### src/rtl/motor_steer_ctrl.sv
// Steering consumer: debounces operate_mode, runs the motion FSM
// and drives both wheel H-bridges with period-aligned PWM.
module motor_steer_ctrl #(
   parameter int PWM_PERIOD     = 1000,
   parameter int DUTY_FWD       = 700,
   parameter int DUTY_TURN      = 500,
   parameter int DUTY_SCAN      = 400,
   parameter int CONFIRM_CYCLES = 8,
   parameter int LOST_TIMEOUT   = 50000
) (
   input  logic       clk,
   input  logic       reset,
   input  logic       enable,
   input  logic [2:0] operate_mode,
   output logic       left_pwm,
   output logic       right_pwm,
   output logic       left_dir,
   output logic       right_dir,
   output logic [2:0] motion_state
);

   localparam int PW = $clog2(PWM_PERIOD + 1);
   localparam int CW = $clog2(CONFIRM_CYCLES + 1);
   localparam int LW = $clog2(LOST_TIMEOUT + 1);

   localparam logic [2:0] M_NONE  = 3'b000;
   localparam logic [2:0] M_LEFT  = 3'b100;
   localparam logic [2:0] M_MID   = 3'b010;
   localparam logic [2:0] M_RIGHT = 3'b001;

   typedef enum logic [2:0] {
      S_IDLE  = 3'd0,
      S_SCAN  = 3'd1,
      S_FWD   = 3'd2,
      S_TLEFT = 3'd3,
      S_TRGHT = 3'd4
   } state_t;

   logic [2:0]    mode_s;
   logic [2:0]    cand_q;
   logic [CW-1:0] cnt_q;
   logic [2:0]    conf_q;
   state_t        state_q;
   state_t        sel_d;
   logic [LW-1:0] lost_q;
   logic [PW-1:0] pwm_cnt_q;
   logic [PW-1:0] pwm_cnt_d;
   logic [PW-1:0] duty_q;
   logic [PW-1:0] duty_d;
   logic [PW-1:0] tgt_duty;
   logic          tgt_ldir;
   logic          tgt_rdir;
   logic          ldir_q;
   logic          ldir_d;
   logic          rdir_q;
   logic          rdir_d;
   logic          pwm_q;
   logic          wrap;

   // Illegal codes collapse onto NO_COLOR
   always_comb begin
      mode_s = M_NONE;
      if (operate_mode == M_LEFT || operate_mode == M_MID ||
          operate_mode == M_RIGHT)
         mode_s = operate_mode;
   end

   // Debounce: a mode must repeat CONFIRM_CYCLES samples to be confirmed
   always_ff @(posedge clk) begin
      if (reset) begin
         cand_q <= M_NONE;
         cnt_q  <= '0;
         conf_q <= M_NONE;
      end else if (mode_s != cand_q) begin
         cand_q <= mode_s;
         cnt_q  <= CW'(1);
         if (CONFIRM_CYCLES == 1)
            conf_q <= mode_s;
      end else if (cnt_q < CW'(CONFIRM_CYCLES)) begin
         cnt_q <= cnt_q + 1'b1;
         if (cnt_q == CW'(CONFIRM_CYCLES - 1))
            conf_q <= cand_q;
      end
   end

   // Steering target chosen by a confirmed colour
   always_comb begin
      sel_d = S_FWD;
      unique case (conf_q)
         M_LEFT:  sel_d = S_TLEFT;
         M_RIGHT: sel_d = S_TRGHT;
         default: sel_d = S_FWD;
      endcase
   end

   // Motion FSM with NO_COLOR timeout back to SCAN
   always_ff @(posedge clk) begin
      if (reset) begin
         state_q <= S_IDLE;
         lost_q  <= '0;
      end else if (!enable) begin
         state_q <= S_IDLE;
         lost_q  <= '0;
      end else begin
         unique case (state_q)
            S_IDLE: begin
               state_q <= S_SCAN;
               lost_q  <= '0;
            end
            S_SCAN: begin
               lost_q <= '0;
               if (conf_q != M_NONE)
                  state_q <= sel_d;
            end
            default: begin
               if (conf_q != M_NONE) begin
                  state_q <= sel_d;
                  lost_q  <= '0;
               end else if (lost_q == LW'(LOST_TIMEOUT - 1)) begin
                  state_q <= S_SCAN;
                  lost_q  <= '0;
               end else begin
                  lost_q <= lost_q + 1'b1;
               end
            end
         endcase
      end
   end

   // Drive target per motion state
   always_comb begin
      tgt_duty = '0;
      tgt_ldir = 1'b0;
      tgt_rdir = 1'b0;
      unique case (state_q)
         S_SCAN: begin
            tgt_duty = PW'(DUTY_SCAN);
            tgt_ldir = 1'b1;
         end
         S_FWD: begin
            tgt_duty = PW'(DUTY_FWD);
            tgt_ldir = 1'b1;
            tgt_rdir = 1'b1;
         end
         S_TLEFT: begin
            tgt_duty = PW'(DUTY_TURN);
            tgt_rdir = 1'b1;
         end
         S_TRGHT: begin
            tgt_duty = PW'(DUTY_TURN);
            tgt_ldir = 1'b1;
         end
         default: tgt_duty = '0;
      endcase
   end

   assign wrap      = (pwm_cnt_q == PW'(PWM_PERIOD - 1));
   assign pwm_cnt_d = wrap ? '0 : pwm_cnt_q + 1'b1;

   // Latch targets at period boundary; going IDLE clears at once
   always_comb begin
      duty_d = duty_q;
      ldir_d = ldir_q;
      rdir_d = rdir_q;
      if (wrap) begin
         duty_d = tgt_duty;
         ldir_d = tgt_ldir;
         rdir_d = tgt_rdir;
      end
      if (!enable) begin
         duty_d = '0;
         ldir_d = 1'b0;
         rdir_d = 1'b0;
      end
   end

   // PWM counter, active latches and registered outputs
   always_ff @(posedge clk) begin
      if (reset) begin
         pwm_cnt_q <= '0;
         duty_q    <= '0;
         ldir_q    <= 1'b0;
         rdir_q    <= 1'b0;
         pwm_q     <= 1'b0;
      end else begin
         pwm_cnt_q <= pwm_cnt_d;
         duty_q    <= duty_d;
         ldir_q    <= ldir_d;
         rdir_q    <= rdir_d;
         pwm_q     <= (pwm_cnt_d < duty_d);
      end
   end

   assign left_pwm     = pwm_q;
   assign right_pwm    = pwm_q;
   assign left_dir     = ldir_q;
   assign right_dir    = rdir_q;
   assign motion_state = state_q;

endmodule

### config.mk
export PLATFORM = sky130hd
export DESIGN_NAME = motor_steer_ctrl
export DESIGN_NICKNAME = d
export VERILOG_FILES = /design/src/rtl/motor_steer_ctrl.sv
export SDC_FILE = /design/constraint.sdc
export NUM_CORES = 1
export LEC_CHECK = 0
export BUFFER_PORTS_ARGS = -buffer_cell sky130_fd_sc_hd__clkbuf_2
export CAP_MARGIN = 20
export CORE_MARGIN = 5
export CORE_UTILIZATION = 65
export DETAILED_ROUTE_END_ITERATION = 8
export MAX_ROUTING_LAYER = met4
export PLACE_DENSITY_LB_ADDON = 0.12
export SLEW_MARGIN = 20
export SYNTH_ARGS = -nofsm -noshare
export SYNTH_HDL_FRONTEND = slang
export SYNTH_SLANG_ARGS = --single-unit
### constraint.sdc
create_clock -name clk -period 6.8 [get_ports clk]
set_input_delay 1.02 -clock clk [delete_from_list [all_inputs] [get_ports clk]]
set_output_delay 1.02 -clock clk [all_outputs]
set_load 0.01 [all_outputs]
==> reports/qor.csv <==
stage,metric,value,unit
power,Max IR drop VDD,0.164,mV
cts,CTS tree,built,
placement,Inst Count DP,343,
yosys,Ys Warns,0,
sta,setup ws final,3.91,ns
critical_path,Startpoint Class,flip-flop,
critical_path,crit path cell chain,ha_1 > nand2b_1 > or4_1 > nand2_1 > nand2_1 > nand2_1 > ha_1 > a21o_1 > a21o_1 > a21oi_1 > a21oi_1 > a2111oi_0,
placement,Routability Congestion,0.831,
yosys,Post-Synthesis Cells,297,
cts,worst-skew pair later-pin latency,0.30,ns
critical_path,critical path data required time,6.99,ns
cells_and_area,share of layout cells above drive strength 1,11.5,%
yosys,mapped cell area,0.00255,sq mm
grt,gr usage total,20.1,%
yosys,top post-synthesis cells by area,"dfxtp_1 (41%), nor2_1 (7.3%), ha_1 (5.9%), nand2_1 (4.6%), xor2_1 (4.5%)",
cells_and_area,area grow syn2layout,6.46,%
detailed_routing,DR vias,1951,
yosys,Yosys cell types,46,
yosys,top cell type's share of synthesized area,40.7,%
sta,endpoints failing setup,0,
cells_and_area,Finished Layout Cells,352,
sta,sum of negative setup slack,0,ns
power,pwr/cell area,205,mW/mm^2
critical_path,critical path capture point type,flip-flop,
sta,final hold vios,0,
yosys,"flops & latches, synth",52,
detailed_routing,Routed Antenna Nets,0,
min_path,worst min path class,flip-flop to flip-flop,
detailed_routing,Remaining DRCs,0,
yosys,Main synth FF type,dfxtp_1,
yosys,Synth Area per Inst,8.60,sq um
cts,postcts setup bufs,0,
yosys,"Seq/Total Area, Yosys",40.7,%
critical_path,crit path kind,flip-flop to flip-flop,
sta,minimum clock period,2.89,ns
grt,first-pass GRT wire length,8270,um
sta,RSZ-0062 raised after global routing,no,
cts,Max clock buf depth,2,
job,Max-Cap Viols,0,
sta,final worst path period share,42.5,%
detailed_routing,Iteration-0 DRC Markers,114,
sta,Clock Skews,0.00334,ns
yosys,cell taking the most area after synthesis,dfxtp_1,
placement,dpl cell area,0.00260,sq mm
critical_path,CP arrival,3.08,ns
floorplanning,DIE AREA,0.00528,sq mm
sta,Slew Limit Fails,0,
grt,largest net degree at the start of global routing,23,
critical_path,Crit path largest cell delay,0.63,ns
detailed_routing,routed vias/inst,5.54,
yosys,Async SR Flop Fraction,0,%
placement,post-DP HPWL,3240,um
critical_path,CP most frequent cell,nand2_1,
cts,hold_buf cts,0,
status,status,"complete, no violations",
cells_and_area,"commonest non-fill, non-tap cell in the layout",dfxtp_1,
floorplanning,Die W,72.7,um
floorplanning,FP Rows,22,
grt,vias in the first global route,1893,
cells_and_area,Diodes inserted,0,
cts,clock buffer count from CTS,5,
cts,Root Driver,clkbuf_8,
cells_and_area,filler cell count,319,
detailed_routing,drt wl/cell,13.0,um
cts,# clock sinks,52,
cts,"Reg clk slew, reported paths",0.09,ns
floorplanning,Die H,72.7,um
cts,H-tree levels,2,
sta,fmax,346,MHz
placement,Place WS,3.85,ns
critical_path,CP max-delay cell,or4_1,
yosys,Post-synth EDFFs,0,
floorplanning,core area,0.00374,sq mm
cts,CTS resizes,0,
sta,worst slew pin tran,0.605,ns
critical_path,CP Max Fanout,7,
detailed_routing,DRT Pass-1 Iters,4,
power,P_leak,1.02,nW
floorplanning,I/O pin total,13,
floorplanning,Initial Util,68.2,%
grt,initial antenna violation count,0,
cells_and_area,"commonest non-fill, non-tap cells in the layout","dfxtp_1 (52), nor2_1 (50), nand2_1 (31), nand3_1 (15), a21oi_1 (14)",
cells_and_area,nets@finish,321,
sta,Rel. slew slack,59.5,%
grt,grt ovf,0,
placement,number of port buffers,12,
yosys,net count after synthesis,315,
cells_and_area,cell area after layout,0.00272,sq mm
detailed_routing,drt total wl,4590,um
[through the flow]
stage	hold WS (ns)	power (mW)	utilization, %
floorplan	0.425	0.350	-
global placement	0.434	0.355	69.5
detailed placement	0.442	0.356	69.5
CTS	0.457	0.563	72.5
global route	0.474	0.583	72.7
finish	0.456	0.558	72.7
[registers in the layout, indices dropped and copies added (netlist names), 3 cells and up]
register / flops
lost_q: 16
duty_q: 10
pwm_cnt_q: 10
conf_q: 3
cnt_q: 4
cand_q: 3
motion_state: 3
[logic make-up (layout without fill, tap and decap cells)]
family                   count (synthesis)  count (layout)  share of synthesized area, %
AO/OA/AOI/OAI                           38              38                          9.84
XOR/XNOR                                25              25                          8.57
adder cells (fa/ha/maj)                 12              12                          5.88
buffers and inverters                   20              27                          3.92
flip-flops                              52              52                          40.7
multiplexers                             3               3                          1.18
AND/OR/NAND/NOR                        147             147                          29.9
[routing by layer]
metal	vias up	part of all wire, %	routed length [um]	track usage [%]
met5	-	0	0	-
met4	0	1.4	66	5.94
met3	6	3.4	155	4.27
met2	29	45	2050	31.7
met1	890	51	2320	26.0
li1	1026	-	-	-
[path summary, 6_finish.rpt]
path	startpoint	slack, ns	to	cells past startpoint
worst min-delay path	duty_q[1]$_SDFF_PP0_	0.46	duty_q[1]$_SDFF_PP0_	2
worst max-delay path	pwm_cnt_q[0]$_SDFF_PP0_	3.91	left_pwm$_SDFF_PP0_	12
worst min register to register	duty_q[1]$_SDFF_PP0_	0.46	duty_q[1]$_SDFF_PP0_	2
worst max register to register	pwm_cnt_q[0]$_SDFF_PP0_	3.91	left_pwm$_SDFF_PP0_	12
[worst max-delay path, delay by kind of cell (launching register included)]
family	cells	cell delay (ns)
AO/OA/AOI/OAI	5	0.89
AND/OR/NAND/NOR	5	1.02
flip-flops	1	0.40
adder cells (fa/ha/maj)	2	0.47
[report_power, final]
group / internal [mW] / switching (mW) / total (mW) / leakage [nW]
registers: 0.309 / 0.00441 / 0.313 / 0.420
logic: 0.0160 / 0.0207 / 0.0367 / 0.542
clock network: 0.109 / 0.0996 / 0.209 / 0.0541
total: 0.434 / 0.125 / 0.558 / 1.02
[area by class of cell]
cell class              instances  area (sq um)  share of cell area (%)
flip-flops and latches         52          1040                    38.3
clock inverters                 3          42.5                    1.56
well taps                      48          60.1                    2.21
inverters                       5          18.8                   0.690
repair buffers                 14          75.1                    2.76
clock buffers                   5          68.8                    2.53
multi-input cells             225          1410                    52.0
[Yosys cell counts, drive strengths merged (5+ instances only)]
cell type   n
ha         12
nand2      31
nor2       50
nor3        6
nor2b       6
nor4b       6
nand3      15
clkbuf      9
nand4       6
o21ai       6
xnor2      12
inv         5
buf         6
xor2       13
a21oi      14
dfxtp      52
(Power assumes the default switching activity.)
